$ cat src/rtl/fan_pwm_if.sv
// Front-panel buttons in, fan drive and status out, for fan_pwm_controller.
// Buttons are raw level signals; there is no handshake on this boundary.
interface fan_pwm_if #(
   parameter int LEVELS = 4,
   parameter int CNT_W  = 8
);
   localparam int LVL_W = $clog2(LEVELS);

   logic             btn_up;
   logic             btn_down;
   logic             btn_off;
   logic [LVL_W-1:0] level;
   logic [CNT_W-1:0] duty;
   logic             pwm_out;
   logic             at_target;

   modport master (
      output btn_up, btn_down, btn_off,
      input  level, duty, pwm_out, at_target
   );

   modport slave (
      input  btn_up, btn_down, btn_off,
      output level, duty, pwm_out, at_target
   );
endinterface

$ cat src/rtl/fan_pwm_controller.sv
// N-level fan controller: debounced up/down/off buttons, duty target per level, PWM stage.
// Define FAN_RAMP_EN for a slew-limited duty ramp; otherwise duty follows the target directly.
module fan_pwm_controller #(
   parameter int LEVELS       = 4,
   parameter int CNT_W        = 8,
   parameter int DEBOUNCE_CYC = 4,
   parameter int RAMP_DIV     = 16
) (
   input  logic      clk,
   input  logic      reset,
   fan_pwm_if.slave  bus
);
   localparam int LVL_W = $clog2(LEVELS);
   localparam int DB_W  = $clog2(DEBOUNCE_CYC + 1);
   localparam int STEP  = (2**CNT_W - 1) / (LEVELS - 1);
   localparam logic [CNT_W-1:0] DUTY_MAX = '1;
   localparam logic [LVL_W-1:0] LVL_TOP  = LVL_W'(LEVELS - 1);

   if (LEVELS < 2 || DEBOUNCE_CYC < 1 || RAMP_DIV < 1) begin : g_param_check
      $error("fan_pwm_controller: illegal parameter value");
   end

   // Button order in the vectors below: [0]=up, [1]=down, [2]=off.
   logic [2:0]      raw;
   logic [2:0]      deb;
   logic [2:0]      deb_q;
   logic [2:0]      press;
   logic [DB_W-1:0] db_cnt [3];

   logic [LVL_W-1:0] level;
   logic [CNT_W-1:0] duty;
   logic [CNT_W-1:0] target;
   logic [CNT_W-1:0] pwm_cnt;
   logic             pwm_out;

   assign raw   = {bus.btn_off, bus.btn_down, bus.btn_up};
   assign press = deb & ~deb_q;

   always_ff @(posedge clk or posedge reset) begin
      if (reset) begin
         deb   <= '0;
         deb_q <= '0;
         for (int i = 0; i < 3; i++) db_cnt[i] <= '0;
      end else begin
         deb_q <= deb;
         for (int i = 0; i < 3; i++) begin
            if (raw[i] != deb[i]) begin
               if (db_cnt[i] == DB_W'(DEBOUNCE_CYC - 1)) begin
                  deb[i]    <= raw[i];
                  db_cnt[i] <= '0;
               end else begin
                  db_cnt[i] <= db_cnt[i] + 1'b1;
               end
            end else begin
               db_cnt[i] <= '0;
            end
         end
      end
   end

   // Off wins; simultaneous up and down cancel each other.
   always_ff @(posedge clk or posedge reset) begin
      if (reset) begin
         level <= '0;
      end else if (press[2]) begin
         level <= '0;
      end else if (press[0] && !press[1]) begin
         if (level != LVL_TOP) level <= level + 1'b1;
      end else if (press[1] && !press[0]) begin
         if (level != '0) level <= level - 1'b1;
      end
   end

   always_comb begin
      target = '0;
      if (level == LVL_TOP) target = DUTY_MAX;
      else                  target = CNT_W'(int'(level) * STEP);
   end

`ifdef FAN_RAMP_EN
   localparam int RD_W = (RAMP_DIV > 1) ? $clog2(RAMP_DIV) : 1;
   logic [RD_W-1:0] ramp_div;
   logic            ramp_wrap;

   assign ramp_wrap = (ramp_div == RD_W'(RAMP_DIV - 1));

   // Divider free-runs; a level change only redirects the next step.
   always_ff @(posedge clk or posedge reset) begin
      if (reset) begin
         ramp_div <= '0;
         duty     <= '0;
      end else begin
         ramp_div <= ramp_wrap ? '0 : ramp_div + 1'b1;
         if (ramp_wrap && duty != target) begin
            if (duty < target) duty <= duty + 1'b1;
            else               duty <= duty - 1'b1;
         end
      end
   end
`else
   always_ff @(posedge clk or posedge reset) begin
      if (reset) duty <= '0;
      else       duty <= target;
   end
`endif

   // Period is 2^CNT_W-1 so that the full-scale duty gives a constant high.
   always_ff @(posedge clk or posedge reset) begin
      if (reset) begin
         pwm_cnt <= '0;
         pwm_out <= 1'b0;
      end else begin
         pwm_cnt <= (pwm_cnt == DUTY_MAX - 1'b1) ? '0 : pwm_cnt + 1'b1;
         pwm_out <= (pwm_cnt < duty);
      end
   end

   assign bus.level     = level;
   assign bus.duty      = duty;
   assign bus.pwm_out   = pwm_out;
   assign bus.at_target = (duty == target);
endmodule

$ cat src/flat_wrapper.sv
// flat-port wrapper written by rule: the top's interface ports become plain ports
module fan_pwm_controller_flat 
#(
   parameter int LEVELS       = 4,
   parameter int CNT_W        = 8,
   parameter int DEBOUNCE_CYC = 4,
   parameter int RAMP_DIV     = 16
)
  (clk, reset, bus_btn_up, bus_btn_down, bus_btn_off, bus_level, bus_duty, bus_pwm_out, bus_at_target);
  fan_pwm_if #(.LEVELS(LEVELS), .CNT_W(CNT_W)) bus_i ();
  input  logic clk;
  input  logic reset;
  input wire logic [$bits(bus_i.btn_up)-1:0] bus_btn_up;
  input wire logic [$bits(bus_i.btn_down)-1:0] bus_btn_down;
  input wire logic [$bits(bus_i.btn_off)-1:0] bus_btn_off;
  output wire logic [$bits(bus_i.level)-1:0] bus_level;
  output wire logic [$bits(bus_i.duty)-1:0] bus_duty;
  output wire logic [$bits(bus_i.pwm_out)-1:0] bus_pwm_out;
  output wire logic [$bits(bus_i.at_target)-1:0] bus_at_target;
  assign bus_i.btn_up = bus_btn_up;
  assign bus_i.btn_down = bus_btn_down;
  assign bus_i.btn_off = bus_btn_off;
  assign bus_level = bus_i.level;
  assign bus_duty = bus_i.duty;
  assign bus_pwm_out = bus_i.pwm_out;
  assign bus_at_target = bus_i.at_target;
  fan_pwm_controller #(.LEVELS(LEVELS), .CNT_W(CNT_W), .DEBOUNCE_CYC(DEBOUNCE_CYC), .RAMP_DIV(RAMP_DIV)) u_core (.clk(clk), .reset(reset), .bus(bus_i));
endmodule
$ cat config.mk
export PLATFORM = sky130hd
export DESIGN_NAME = fan_pwm_controller_flat
export DESIGN_NICKNAME = d
export VERILOG_FILES = /design/src/rtl/fan_pwm_if.sv /design/src/rtl/fan_pwm_controller.sv /design/src/flat_wrapper.sv
export SDC_FILE = /design/constraint.sdc
export NUM_CORES = 1
export LEC_CHECK = 0
export ABC_AREA = 1
export CAP_MARGIN = 20
export CORE_ASPECT_RATIO = 0.5
export CORE_MARGIN = 5
export CORE_UTILIZATION = 44
export CTS_BUF_LIST = sky130_fd_sc_hd__clkbuf_8
export CTS_CLUSTER_DIAMETER = 60
export DETAILED_ROUTE_END_ITERATION = 16
export HOLD_SLACK_MARGIN = 0.1
export PLACE_DENSITY = 0.67
export SYNTH_ARGS = -nofsm -noshare
export SYNTH_HDL_FRONTEND = slang
export SYNTH_SLANG_ARGS = --single-unit
$ cat constraint.sdc
create_clock -name clk -period 1.35 [get_ports clk]
set_clock_uncertainty 0.1 [all_clocks]
set_input_delay 0.27 -clock clk [delete_from_list [all_inputs] [get_ports clk]]
set_output_delay 0.27 -clock clk [all_outputs]
set_load 0.005 [all_outputs]
==> results.txt, run 1 <==
----------------------------------------------------
[Global route]
  Grt ovf ... 0
  Global-route wire length before repair ... 4.491 mm
  Global-route usage over all layers ... 0.1209
  Largest net degree at the start of global routing ... 29
  Number of antenna violations at the first check in global routing ... 0
  Vias in the first global route ... 1034

[STA]
  Max_slew headroom ... 0.8004
  Max-slew violations ... 0
  Final Worst Setup Slack ... -0.08590 ns
  Fmax ... 696.4 MHz
  Final number of setup-violating endpoints ... 10
  Final hold vios ... 0
  Clock period minus worst slack ... approximately 1.4 ns
  RSZ-0062 raised after global routing ... true
  Slew at the pin with the worst max-slew slack ... 0.2984 ns
  Final Cycle Share ... 1.064

[Synthesis]
  Mean post-synth cell area ... 9.261 um2
  Cells taking the most area after synthesis ... sky130_fd_sc_hd__dfrtp_1, sky130_fd_sc_hd__ha_1, sky130_fd_sc_hd__nand2_1, sky130_fd_sc_hd__inv_1, sky130_fd_sc_hd__nor2_1
  Synth Area in Simple Gates ... 0.2009
  Nets in the synthesized netlist ... 170
  Area fraction in compound gates after synthesis ... 0.06311
  Number of warning messages in the yosys log ... 0
  Top cell type by total area after synthesis ... sky130_fd_sc_hd__dfrtp_1
  Number of cells produced by synthesis ... between 150 and 200
  Dominant combinational cell family by area after synthesis ... simple AND/OR/NAND/NOR gates
  Cell area after synthesis ... 1408 um2
  Number of distinct library cells after synthesis ... 21
  Register area share after synthesis ... 0.4978
  Proportion of netlist area held by the largest area contributor ... 0.4978
  Adder-cell share of the synthesized area ... 0.1156
  Xor and xnor area share after synthesis ... 0.03733
  FF+latch count, synth ... 28
  Multiplexer share of the synthesized area ... 0

[Place]
  Post-detailed-placement half-perimeter wirelength ... 1.835 mm
  Routability Congestion ... 0.7637
  Post-placement cell count ... between 200 and 250
  Count of buffers inserted at the top-level ports ... 16
  Placed cell areas ... 1675 um2

[Setup path]
  Type of element capturing the critical path ... output port
  Worst-path cell with the longest stage delay ... sky130_fd_sc_hd__dfrtp_1
  Sequence of cells on the critical path ... xor2_1 -> a21oi_2 -> buf_2
  Slowest cell delay on critical path ... 0.41 ns
  Crit path buffers/inverters ... 1
  Required time at the endpoint of the critical path ... 0.98 ns
  Critical path depth ... 3
  Signal arrival time at the worst endpoint ... around 1.1 ns
  Critical path peak fanout ... 2
  Reg2reg end ... u_core.bus.pwm_out
  Critical path class ... flip-flop to output port
  R2r worst-path depth ... 7
  Startpoint kind of the worst setup timing path ... flip-flop
  Start of the worst register-to-register path ... u_core.bus.duty[5]
  Setup slack on the worst flop-to-flop path ... -0.06 ns
  Cell class contributing the biggest share of worst-path delay ... flip-flops

[Route]
  Number of remaining DRC errors ... 0
  Number of nets with antenna violations after routing ... 0
  Routed wire length ... 2.732 mm
  DRT iter0 DRCs ... 12
  DR vias ... 1071
  Via density per instance ... 4.718
  First-pass iteration count of the detailed router ... 4
  Routed wire per std cell ... 12.04 um

[Die]
  Die W ... 89.99 um
  Core Region ... 3030 um2
  Number of rows in the core area ... 14
  I/O Pins ... 17
  Die area ... roughly 4500 um2
  Overall die height ... 50.00 um
  Initial Utilization ... 0.4645

[Power and ir drop]
  Clock network power share ... 0.199
  Fraction of power consumed by sequential logic ... 0.351
  Switching Power ... 1.062 mW
  Worst ir drop on vdd ... 0.0009384 V
  Int Power ... 2.239 mW
  Leakage component of the power ... 0.9683 nW
  Switching power share of the total ... 0.3217
  Combinational power share ... 0.450
  Power per cell area ... between 1500 and 2000 nW/um2

[Cells and area]
  Register Area ... approximately 700 um2
  Number of diodes ... 0
  Footprint of the multi-input gates ... 726.9 um2
  Commonest cells after routing, fill and taps aside ... sky130_fd_sc_hd__nand2_1, sky130_fd_sc_hd__dfrtp_1, sky130_fd_sc_hd__buf_4
  Area growth, synth to finish ... 41.51%
  Post-layout net count ... between 200 and 250
  Number of cells in the finished layout apart from fillers ... roughly 230
  Number of inserted filler cells in the final layout ... 234
  Fin area ... approximately 2000 um2
  Fraction of final layout cells sized beyond drive strength 1 ... 0.4064

[Clock network]
  Clock latency reported for the late side of the worst-skew pair ... 0.27 ns
  Clock Tree Root ... sky130_fd_sc_hd__clkbuf_8
  CTS max path bufs ... 2
  Max H-tree Level ... 1
  Clock tree from TritonCTS ... yes
  CTS clk-pin slew, worst paths ... 0.10 ns
  Number of buffers added to fix hold violations after cts ... 0
  CTS Buf Count ... 3
  CTS sink cnt ... 28

[Status]
  Violations in the final reports ... setup timing
  Run status ... finished, violations left

[Worst hold path]
  Hold Crit Class ... input pin to asynchronous set/reset pin

[Run]
  Count of maximum capacitance violations ... 0

----------------------------------------------------
[Yosys cell counts]
master,number
sky130_fd_sc_hd__a31o_2,1
sky130_fd_sc_hd__xor2_1,2
sky130_fd_sc_hd__inv_1,18
sky130_fd_sc_hd__ha_1,13
sky130_fd_sc_hd__xnor2_1,4
sky130_fd_sc_hd__nor2_1,15
sky130_fd_sc_hd__nor3_4,1
sky130_fd_sc_hd__clkbuf_1,2
sky130_fd_sc_hd__nand4_1,1
sky130_fd_sc_hd__dfrtp_1,28
sky130_fd_sc_hd__o21ai_0,5
sky130_fd_sc_hd__nor2_2,1
sky130_fd_sc_hd__buf_4,6
sky130_fd_sc_hd__nand3_1,4
sky130_fd_sc_hd__nand2_1,30
sky130_fd_sc_hd__a21oi_1,11
sky130_fd_sc_hd__nor3b_1,1
sky130_fd_sc_hd__nor3_1,6
sky130_fd_sc_hd__or2_2,1
sky130_fd_sc_hd__nand3_2,1
sky130_fd_sc_hd__nor2_4,1
[worst max-delay path by stage]
stage                           to                start
6_report             bus_at_target  u_core.bus.level[1]
4_1_cts              bus_at_target  u_core.bus.level[1]
3_5_place_dp         bus_at_target  u_core.bus.level[1]
3_3_place_gp         bus_at_target  u_core.bus.level[1]
2_1_floorplan  u_core.bus.level[0]        u_core.deb[0]
5_1_grt              bus_at_target  u_core.bus.level[0]
[power groups by stage]
stage | Sequential, mW | Clock [mW] | Combinational (mW)
CTS | 1.14 | 0.683 | 1.24
floorplan | 1.17 | 0 | 0.606
detailed placement | 1.15 | 0 | 1.08
global route | 1.18 | 0.715 | 1.64
global placement | 1.14 | 0 | 1.03
finish | 1.16 | 0.658 | 1.48
[sequential cells by signal, summed over array words and instances, names as in the netlist]
name and cells:
u_core.bus.duty 2, u_core.deb_q 3, u_core.bus.pwm_out 1, u_core.db_cnt 9
u_core.deb 3, u_core.pwm_cnt 8, u_core.bus.level 2
[area by class of cell]
type / count / share of cell area
multi-input combinational: 98 / 0.3649
sequential: 28 / 0.3536
timing repair buffer: 39 / 0.1803
inverter: 18 / 0.04020
tap: 40 / 0.02513
clock buffer: 3 / 0.02073
clock inverter: 1 / 0.01508
[cells by family after synthesis]
logic type	Yosys count
DFF	28
xor gates and xnor gates	6
AOI/OAI and AO/OA	17
and+or+nand+nor	62
buffers and inverters	26
adders and majority gates	13
[worst register-to-register path: stages, from the launching register on]
cell                       delay (ns)
sky130_fd_sc_hd__dfrtp_1         0.39
sky130_fd_sc_hd__buf_6           0.11
sky130_fd_sc_hd__buf_8           0.12
sky130_fd_sc_hd__clkinv_8        0.07
sky130_fd_sc_hd__ha_4            0.27
sky130_fd_sc_hd__nand2_1         0.06
sky130_fd_sc_hd__nor2_1          0.12
sky130_fd_sc_hd__a21oi_1         0.07
[per-stage QoR]
stage	power, mW	util	hold slack, ns	setup WS [ns]	setup TNS [ns]
floorplan	1.778	-	0.2354	0.005725	0
global placement	2.169	0.5528	0.3006	-0.1603	-0.2146
detailed placement	2.230	0.5528	0.3205	-0.1637	-0.4445
CTS	3.063	0.6206	0.2251	-0.09918	-0.7734
global route	3.536	0.6573	0.2461	-0.1650	-1.187
finish	3.300	0.6573	0.2194	-0.08590	-0.6048
[layer usage]
metal / GRT usage / part of all wire
met3: 0.03191 / 0.023
met4: 0.03960 / 0.014
met2: 0.2184 / 0.52
met5: 0 / 0
met1: 0.1408 / 0.44
[what timing repair did]
item,4_1_cts,5_1_grt
setup buffers,6,4
gates resized for setup,78,23
endpoints found under the setup margin,18,18
pin swaps,7,10
Power figures use the tool's default switching activity.
==> inputs of run 2 (changes only) <==
--- a/config.mk
+++ b/config.mk
@@ -14,7 +14,8 @@
 export CTS_CLUSTER_DIAMETER = 60
 export DETAILED_ROUTE_END_ITERATION = 16
 export HOLD_SLACK_MARGIN = 0.1
-export PLACE_DENSITY = 0.67
+export PLACE_DENSITY = 0.64
+export SLEW_MARGIN = 40
 export SYNTH_ARGS = -nofsm -noshare
 export SYNTH_HDL_FRONTEND = slang
 export SYNTH_SLANG_ARGS = --single-unit
==> constraint.sdc (replaced) <==
create_clock -name clk -period 1.6 [get_ports clk]
set_clock_uncertainty 0.1 [all_clocks]
set_input_delay 0.32 -clock clk [delete_from_list [all_inputs] [get_ports clk]]
set_output_delay 0.32 -clock clk [all_outputs]
set_load 0.005 [all_outputs]
==> run 2 against run 1 <==
Compared with the run above:
- the flow now finishes without violations
- power down 31%
- clock-buffer cell count unchanged
- final area down 16%
- core utilization down 10 points
- first-iteration DRC count unchanged
- non-clock buffer count down 16
- clock power down 15%
- register-to-register slack better by 0.21 ns
- critical path type unchanged
- setup slack better by 0.17 ns
- worst hold slack better by 0.074 ns
==> results.txt, run 2 (synthesis results as in run 1) <==
----------------------------------------------------
[STA]
  Final Cycle Share ... 0.9474
  Final sum of negative setup slack ... 0 ns
  Fmax ... roughly 660 MHz
  Max-slew violations ... 0
  Max_slew headroom ... 0.7691
  Final number of setup-violating endpoints ... 0
  RSZ-0062 raised after global routing ... false
  Final hold vios ... 0
  Slew at the pin with the worst max-slew slack ... 0.3463 ns
  Clock period minus worst slack ... 1.516 ns

[Place]
  Post-placement cell count ... 206
  Routability Congestion ... 0.7710
  Post-detailed-placement half-perimeter wirelength ... 1.617 mm
  Count of buffers inserted at the top-level ports ... 16

[Cells and area]
  Top reg by flops ... u_core.db_cnt
  Area growth, synth to finish ... 19.02%
  Flip-flop count of the largest register, all copies and words added ... 9
  Regs by FF count ... u_core.db_cnt: 9 flops, u_core.pwm_cnt: 8 flops
  Footprint of the multi-input gates ... 586.8 um2
  Number of diodes ... 0
  Post-layout net count ... 190
  Register Area ... 700.7 um2
  Commonest cells after routing, fill and taps aside ... sky130_fd_sc_hd__nand2_1, sky130_fd_sc_hd__dfrtp_1, sky130_fd_sc_hd__inv_1
  Most common cell after layout, fill and taps aside ... sky130_fd_sc_hd__nand2_1
  Fraction of final layout cells sized beyond drive strength 1 ... 0.1053
  Number of cells in the finished layout apart from fillers ... ~210
  Number of inserted filler cells in the final layout ... ~280

[Clock network]
  CTS max path bufs ... 2
  CTS sink cnt ... 28
  Number of buffers added to fix hold violations after cts ... 0
  Clock tree from TritonCTS ... yes
  CTS Buf Count ... 3
  Clock Tree Root ... sky130_fd_sc_hd__clkbuf_8
  Max H-tree Level ... 1
  Clock latency reported for the late side of the worst-skew pair ... 0.28 ns
  CTS clk-pin slew, worst paths ... about 0.090 ns

[Power and ir drop]
  Worst ir drop on vdd ... about 0.00081 V
  Combinational power share ... 0.332
  Switching power share of the total ... 0.3027
  Fraction of power consumed by sequential logic ... 0.423
  Power per cell area ... 1362 nW/um2
  Total power of the final layout ... 2.282 mW
  Int Power ... 1.591 mW
  Switching Power ... just under 0.7 mW
  Leakage component of the power ... 0.8931 nW
  Clock network power share ... 0.245

[Global route]
  Grt ovf ... 0
  Number of antenna violations at the first check in global routing ... 0
  Largest net degree at the start of global routing ... 29
  Vias in the first global route ... 923
  Global-route usage over all layers ... 0.1094
  Global-route wire length before repair ... 3.995 mm

[Status]
  Run status ... finished clean

[Worst hold path]
  Hold Crit Class ... input pin to asynchronous set/reset pin

[Die]
  Die W ... 89.99 um
  Die area ... 4499 um2
  Number of rows in the core area ... 14
  Initial Utilization ... 0.4645
  Core Region ... 3030 um2
  Overall die height ... 50.00 um
  I/O Pins ... 17

[Route]
  Number of remaining DRC errors ... 0
  Via density per instance ... 4.540
  DRT iter0 DRCs ... 12
  Routed wire per std cell ... about 10 um
  Routed wire length ... 2.156 mm
  Number of nets with antenna violations after routing ... 0
  DR vias ... 958
  First-pass iteration count of the detailed router ... 4

[Setup path]
  R2r worst-path depth ... 6
  Cell class contributing the biggest share of worst-path delay ... buffers and inverters
  Required time at the endpoint of the critical path ... about 1.2 ns
  Startpoint kind of the worst setup timing path ... flip-flop
  Type of element capturing the critical path ... output port
  Critical path depth ... 1
  Worst-path cell with the longest stage delay ... sky130_fd_sc_hd__clkdlybuf4s50_1
  Signal arrival time at the worst endpoint ... ~1.1 ns
  Start of the worst register-to-register path ... u_core.bus.duty[5]
  Critical path class ... flip-flop to output port
  Critical path peak fanout ... 1
  First element of the critical path ... u_core.bus.pwm_out
  Crit path buffers/inverters ... 1
  Slowest cell delay on critical path ... around 0.49 ns
  Sequence of cells on the critical path ... clkdlybuf4s50_1

[Run]
  Count of maximum capacitance violations ... 0

----------------------------------------------------
-- run 2: through the flow --
stage	setup slack, ns	util	area, um2	hold WS, ns
after global placement	0.03338	0.5314	1610	0.2978
after detailed placement	0.02162	0.5314	1610	0.3032
after floorplan	0.2557	-	1408	0.2854
final	0.08419	0.5528	1675	0.2937
after global routing	0.004653	0.5528	1675	0.3523
after CTS	0.06701	0.5504	1668	0.3092
-- run 2: metal layers --
metal / vias to the layer above / global-route usage / part of all wire
met2: 12 / 0.1893 / 0.47
met4: 0 / 0.05198 / 0.019
li1: 517 / - / -
met5: - / 0 / 0
met1: 425 / 0.1286 / 0.48
met3: 4 / 0.02736 / 0.030
-- run 2: cell type report --
class                   instances  area share
multi-input cells              98      0.3503
clock inverters                 1     0.01792
clock buffers                   3     0.02465
repair buffers                 23      0.1187
inverters                      18     0.04033
well taps                      40     0.02987
flip-flops and latches         28      0.4182
-- run 2: repair_timing --
action,in CTS,in global routing
setup buffers,0,1
gates cloned,0,0
setup endpoints to repair,11,1
gates resized for setup,15,0
-- run 2: power groups by stage --
| stage | logic (mW) | registers, mW | clock network [mW] |
|---|---|---|---|
| final | 0.758 | 0.966 | 0.558 |
| after global routing | 0.889 | 0.984 | 0.599 |
| after CTS | 0.752 | 0.972 | 0.578 |
| after detailed placement | 0.808 | 0.986 | 0 |
| after global placement | 0.798 | 0.976 | 0 |
| after floorplan | 0.511 | 0.990 | 0 |
-- run 2: final timing paths --
path / to / slack (ns)
min in group clk: u_core.deb_q[2] / 0.34
worst max register to register: u_core.bus.pwm_out / 0.15
max in group asynchronous: u_core.bus.duty[6] / 0.85
worst min register to register: u_core.deb_q[2] / 0.34
worst max-delay path: bus_pwm_out / 0.08
worst min-delay path: u_core.pwm_cnt[3] / 0.29
-- run 2: tightest hold or removal path, delay by kind of cell --
kind / cells / cell delay [ns]
buffers and inverters: 3 / 0.76
==> inputs of run 3 (changes only) <==
--- a/config.mk
+++ b/config.mk
@@ -15,7 +15,8 @@
 export DETAILED_ROUTE_END_ITERATION = 16
 export HOLD_SLACK_MARGIN = 0.1
 export PLACE_DENSITY = 0.64
-export SLEW_MARGIN = 40
+export SETUP_SLACK_MARGIN = 0.4
+export SLEW_MARGIN = 20
 export SYNTH_ARGS = -nofsm -noshare
 export SYNTH_HDL_FRONTEND = slang
 export SYNTH_SLANG_ARGS = --single-unit
==> run 3 against run 2 <==
Compared with the run above:
- sequential power hardly changed
- cell count rose by 8.5%
- maximum frequency down 2.5%
- wire length grew 33%
- sequential share of layout area fell by 8.3 points
- die area did not move
- flip-flop and latch count unchanged
- global-route usage increased by 2.1 points
- critical path depth rose by 4
- non-clock buffer count up 18
- critical path type unchanged
- largest power group is now combinational cells
==> results.txt, run 3 (synthesis results as in run 1) <==
----------------------------------------------------
[Global route]
  Number of antenna violations at the first check in global routing ... 0
  Vias in the first global route ... 1066
  Largest net degree at the start of global routing ... 20
  Grt ovf ... 0
  Global-route usage over all layers ... 0.1308
  Global-route wire length before repair ... 4.781 mm

[Clock network]
  Clock latency reported for the late side of the worst-skew pair ... 0.28 ns
  CTS sink cnt ... 28
  Number of buffers added to fix hold violations after cts ... 0
  Clock tree from TritonCTS ... yes
  Clock Tree Root ... sky130_fd_sc_hd__clkbuf_8
  CTS clk-pin slew, worst paths ... 0.10 ns
  CTS max path bufs ... 2
  Max H-tree Level ... 1
  CTS Buf Count ... 3

[STA]
  Max-slew violations ... 0
  Final Cycle Share ... 0.9720
  RSZ-0062 raised after global routing ... true
  Fmax ... 643.0 MHz
  Hold WS ... 0.2259 ns
  Max_slew headroom ... 0.7910
  Slew at the pin with the worst max-slew slack ... 0.3113 ns
  Clock period minus worst slack ... 1.555 ns
  Final number of setup-violating endpoints ... 0
  Final sum of negative setup slack ... 0 ns
  Final hold vios ... 0
  Final Worst Setup Slack ... 0.04487 ns

[Cells and area]
  Core Util, Final ... 0.6969
  Number of cells in the finished layout apart from fillers ... 229
  Number of diodes ... 0
  Fraction of final layout cells sized beyond drive strength 1 ... 0.4497
  Commonest cells after routing, fill and taps aside ... sky130_fd_sc_hd__nand2_1, sky130_fd_sc_hd__dfrtp_1, sky130_fd_sc_hd__buf_6
  Most common cell after layout, fill and taps aside ... sky130_fd_sc_hd__nand2_1
  Regs by FF count ... u_core.db_cnt: 9 flops, u_core.pwm_cnt: 8 flops
  Post-layout net count ... 208
  Flip-flop count of the largest register, all copies and words added ... 9
  Area growth, synth to finish ... 50.04%
  Top reg by flops ... u_core.db_cnt

[Setup path]
  Worst setup path end ... bus_at_target
  Signal arrival time at the worst endpoint ... 1.14 ns
  Reg2reg end ... u_core.bus.pwm_out
  Setup slack on the worst flop-to-flop path ... approximately 0.13 ns
  First element of the critical path ... u_core.bus.duty[6]
  R2r worst-path depth ... 9
  Critical path peak fanout ... 2
  Critical path class ... flip-flop to output port
  Worst-path cell with the longest stage delay ... sky130_fd_sc_hd__dfrtp_2
  Critical path depth ... 5
  Slowest cell delay on critical path ... 0.42 ns
  Start of the worst register-to-register path ... u_core.bus.duty[5]
  Crit path buffers/inverters ... 3
  Startpoint kind of the worst setup timing path ... flip-flop
  Type of element capturing the critical path ... output port
  Required time at the endpoint of the critical path ... 1.18 ns
  Cell class contributing the biggest share of worst-path delay ... flip-flops
  Sequence of cells on the critical path ... buf_6 -> inv_2 -> nand2_1 -> a21oi_1 -> buf_2

[Power and ir drop]
  Power per cell area ... 1269 nW/um2
  Worst ir drop on vdd ... 0.0007929 V
  Leakage component of the power ... 0.9944 nW

[Route]
  First-pass iteration count of the detailed router ... 4
  Number of nets with antenna violations after routing ... 0
  DR vias ... 1092
  Via density per instance ... 4.769
  Number of remaining DRC errors ... 0
  Routed wire length ... approximately 2.9 mm
  DRT iter0 DRCs ... 30
  Routed wire per std cell ... between 10 and 15 um

[Place]
  Routability Congestion ... 0.7439
  Count of buffers inserted at the top-level ports ... 16
  Post-placement cell count ... 207
  Post-detailed-placement half-perimeter wirelength ... about 1.8 mm
  Dpl ws ... 0.03177 ns

[Die]
  Overall die height ... 50.00 um
  Number of rows in the core area ... 14
  Die area ... 4499 um2
  I/O Pins ... 17
  Die W ... between 80 and 90 um
  Core Region ... 3030 um2
  Initial Utilization ... 0.4645

[Status]
  Run status ... finished clean

[Run]
  Count of maximum capacitance violations ... 0

[Worst hold path]
  Hold Crit Class ... input pin to asynchronous set/reset pin

----------------------------------------------------
run 3: repair_timing:
action / CTS / global route
pin swaps: 8 / 9
endpoints found under the setup margin: 23 / 24
hold endpoints to repair: 0 / 0
setup buffers: 13 / 5
gates cloned: 0 / 0
resized for setup: 70 / 30
run 3: cell type report:
type / count / area [um2]
fillers: 208 / 918.4
multi-input cells: 98 / 805.8
flip-flops and latches: 28 / 708.2
repair buffers: 41 / 396.6
inverters: 18 / 80.08
well taps: 40 / 50.05
clock buffers: 3 / 41.29
clock inverters: 1 / 30.03
run 3: per-layer routing:
| layer | track usage | wire length (um) |
|---|---|---|
| met4 | 0.02970 | 0 |
| met3 | 0.03799 | 95 |
| met1 | 0.1465 | 1257 |
| met5 | 0 | 0 |
| met2 | 0.2476 | 1511 |
run 3: power breakdown:
| group | switching, mW | leakage (nW) | internal, mW |
|---|---|---|---|
| Clock | 0.225 | 0.0357 | 0.335 |
| Combinational | 0.520 | 0.612 | 0.631 |
| Sequential | 0.0886 | 0.346 | 0.881 |
run 3: worst min-delay path, cell delays in order:
cell                              delay, ns
sky130_fd_sc_hd__clkdlybuf4s50_1       0.39
sky130_fd_sc_hd__inv_1                 0.07
sky130_fd_sc_hd__buf_4                 0.18
run 3: how the worst min path moves through the flow:
| stage | endpoint | slack [ns] | cells past startpoint |
|---|---|---|---|
| global placement | u_core.deb_q[0] | 0.30 | 0 |
| CTS | u_core.pwm_cnt[0] | 0.23 | 3 |
| global route | u_core.pwm_cnt[4] | 0.25 | 3 |
| finish | u_core.pwm_cnt[4] | 0.23 | 3 |
| detailed placement | u_core.deb_q[0] | 0.31 | 0 |
| floorplan | u_core.bus.level[0] | 0.29 | 1 |
run 3: per-stage QoR:
| step | instance area [um2] | power [mW] |
|---|---|---|
| after detailed placement | 1688 | 1.884 |
| final | 2112 | 2.680 |
| after floorplan | 1478 | 1.573 |
| after global placement | 1688 | 1.852 |
| after global routing | 2112 | 2.892 |
| after CTS | 1954 | 2.543 |
==> RTL edit (flow settings as in run 1) <==
Build with the macro `FAN_RAMP_EN` defined.
--- a/src/rtl/fan_pwm_controller.sv
+++ b/src/rtl/fan_pwm_controller.sv
@@ -1,4 +1,6 @@
 // N-level fan controller: debounced up/down/off buttons, duty target per level, PWM stage.
 // Define FAN_RAMP_EN for a slew-limited duty ramp; otherwise duty follows the target directly.
+`define FAN_RAMP_EN
+
 module fan_pwm_controller #(
    parameter int LEVELS       = 4,
Function: changed (a bounded check fails within 10 cycles, from zero or initial values and one cycle with reset high).
==> RTL edit against run 1 <==
The flow still finishes with violations (negative setup slack). Combinational power increased to 5.7 times the old value. Synthesized area grew 58%. Final area up 78%. Wire length up 110%. Sequential cell count rose by 10. Power grew to 3.3 times the old value. Critical path depth rose by 12. Setup slack got worse by 1000 ps. Synthesized cell count rose by 61%. Largest power group unchanged.
==> RTL edit: results (changes against run 1) <==
status complete, but fails checks (unchanged); failing checks negative setup slack (unchanged); Pre-Repair DR Iteration Count 4 (unchanged); clock power share 0.076 (was 0.199); Fillers 325 (was 234); Total GRT Usage 0.176 (was 0.121); Largest regs u_core.db_cnt: 9 flops, u_core.bus.duty: 8 flops, u_core.pwm_cnt: 8 flops (was u_core.db_cnt: 9 flops, u_core.pwm_cnt: 8 flops); leakage dissipation 0.00167 uW (was 0.000968 uW); H-tree depth 2 (was 1); Nets 362 (was 206); Final Cell Area 0.00354 mm^2 (was 0.00199 mm^2); Synth area leaders dfrtp_1 43%, ha_1 14%, inv_1 5.6% (was dfrtp_1 50%, ha_1 12%, nand2_1 8.0%); DRT antenna net count 0 (unchanged); Setup violations, final 21 (was 10); Area after DPL 0.00292 mm^2 (was 0.00168 mm^2); CP Data Arrival Time 2510 ps (was 1070 ps); crit-path max FO 8 (was 2); n_diodes 0 (unchanged); mux share of post-synthesis cell area 0.00506 (was 0); Placed Cells 372 (was 213); share of layout cells above drive strength 1 0.479 (was 0.406); Hold WC Path Type input pin to async pin (unchanged); drt wl/cell 14.5 um (was 12.0 um); Via Count 2033 (was 1071); maximum buffer depth of the clock tree 2 (unchanged); Synth Area in XOR/XNOR 0.0512 (was 0.0373); CTS root buf clkbuf_8 (unchanged); relative slew slack 0.824 (was 0.800); Pint 6340 uW (was 2240 uW); HPWL after DPL 3.59 mm (was 1.84 mm); RD Place Congestion 0.844 (was 0.764); Post-Synth Adder-Cell Area 0.150 (was 0.116); Num CTS Buffers 5 (was 3); Yosys cell types 35 (was 21); largest net degree at the start of global routing 39 (was 29); syn nets 276 (was 170); Compound-Gate Fraction of Synth Area 0.0995 (was 0.0631); Mapped Cells 245 (was 152); share of flip-flops with an asynchronous set or reset 1.00 (unchanged); Ys Warns 0 (unchanged); Iteration-0 DRC Markers 86 (was 12); power in combinational cells 8390 uW (was 1480 uW); top cells by count, synth 38 x dfrtp_1, 33 x inv_1, 33 x nand2_1 (was 30 x nand2_1, 28 x dfrtp_1, 18 x inv_1); setup ws final -1080 ps (was -85.9 ps); post-synthesis sequential area ratio 0.427 (was 0.498); Clk Latency, worst-skew pair 290 ps (was 270 ps); final cell count without fillers 402 (was 227); Clock transition at path regs 80 ps (was 100 ps); first-pass GRT wire length 9.25 mm (was 4.49 mm); worst-case vdd ir drop 0.00218 V (was 0.000938 V)
-- RTL edit: what timing repair did --
item / in CTS / in global routing
setup endpoints to repair: 28 / 30
gates resized for setup: 81 / 51
pin swaps: 18 / 31
buffers inserted: 12 / 15
gates cloned: 0 / 0
-- RTL edit: path summary, 6_finish.rpt --
path | from | to | slack, ps | cells after the start
hold / removal | reset | u_core.db_cnt[4] | 210 | 3
hold reg to reg | u_core.deb[2] | u_core.deb_q[2] | 320 | 0
min in group clk | u_core.deb[2] | u_core.deb_q[2] | 320 | 0
setup reg to reg | u_core.bus.level[0] | u_core.bus.duty[6] | -1080 | 15
setup / recovery | u_core.bus.level[0] | u_core.bus.duty[6] | -1080 | 15
max in group asynchronous | reset | u_core.bus.duty[5] | 730 | 3
-- RTL edit: worst max-delay path: stages (launching register included) --
cell,delay [ps]
dfrtp_1,410
inv_2,140
ha_4,230
nand2_4,60
nor2_2,40
nand2_1,70
nand2_2,70
nand2_4,110
nand2_8,100
buf_6,140
fa_2,420
nand4_1,90
nand3_1,90
xor2_1,150
nand2_1,50
o21ai_1,60
-- RTL edit: layout make-up --
type,count,area share
timing repair buffer,80,0.215
tap,70,0.0247
sequential,38,0.270
clock buffer,6,0.0233
multi-input combinational,170,0.422
clock inverter,2,0.00353
inverter,36,0.0410
-- RTL edit: stage by stage --
step	hold slack (ps)	setup TNS (ps)	power [uW]	worst slack (ps)
4_1_cts	216	-9520	9500	-984
3_3_place_gp	308	-8170	7380	-992
2_1_floorplan	293	-6650	5330	-1030
6_report	214	-9960	11000	-1080
3_5_place_dp	306	-8680	7550	-1050
5_1_grt	237	-11650	11800	-1240
-- RTL edit: layer usage --
metal	track usage	part of all wire
met5	0	0
met4	0.0614	0.027
met3	0.0384	0.032
met2	0.317	0.50
met1	0.215	0.44
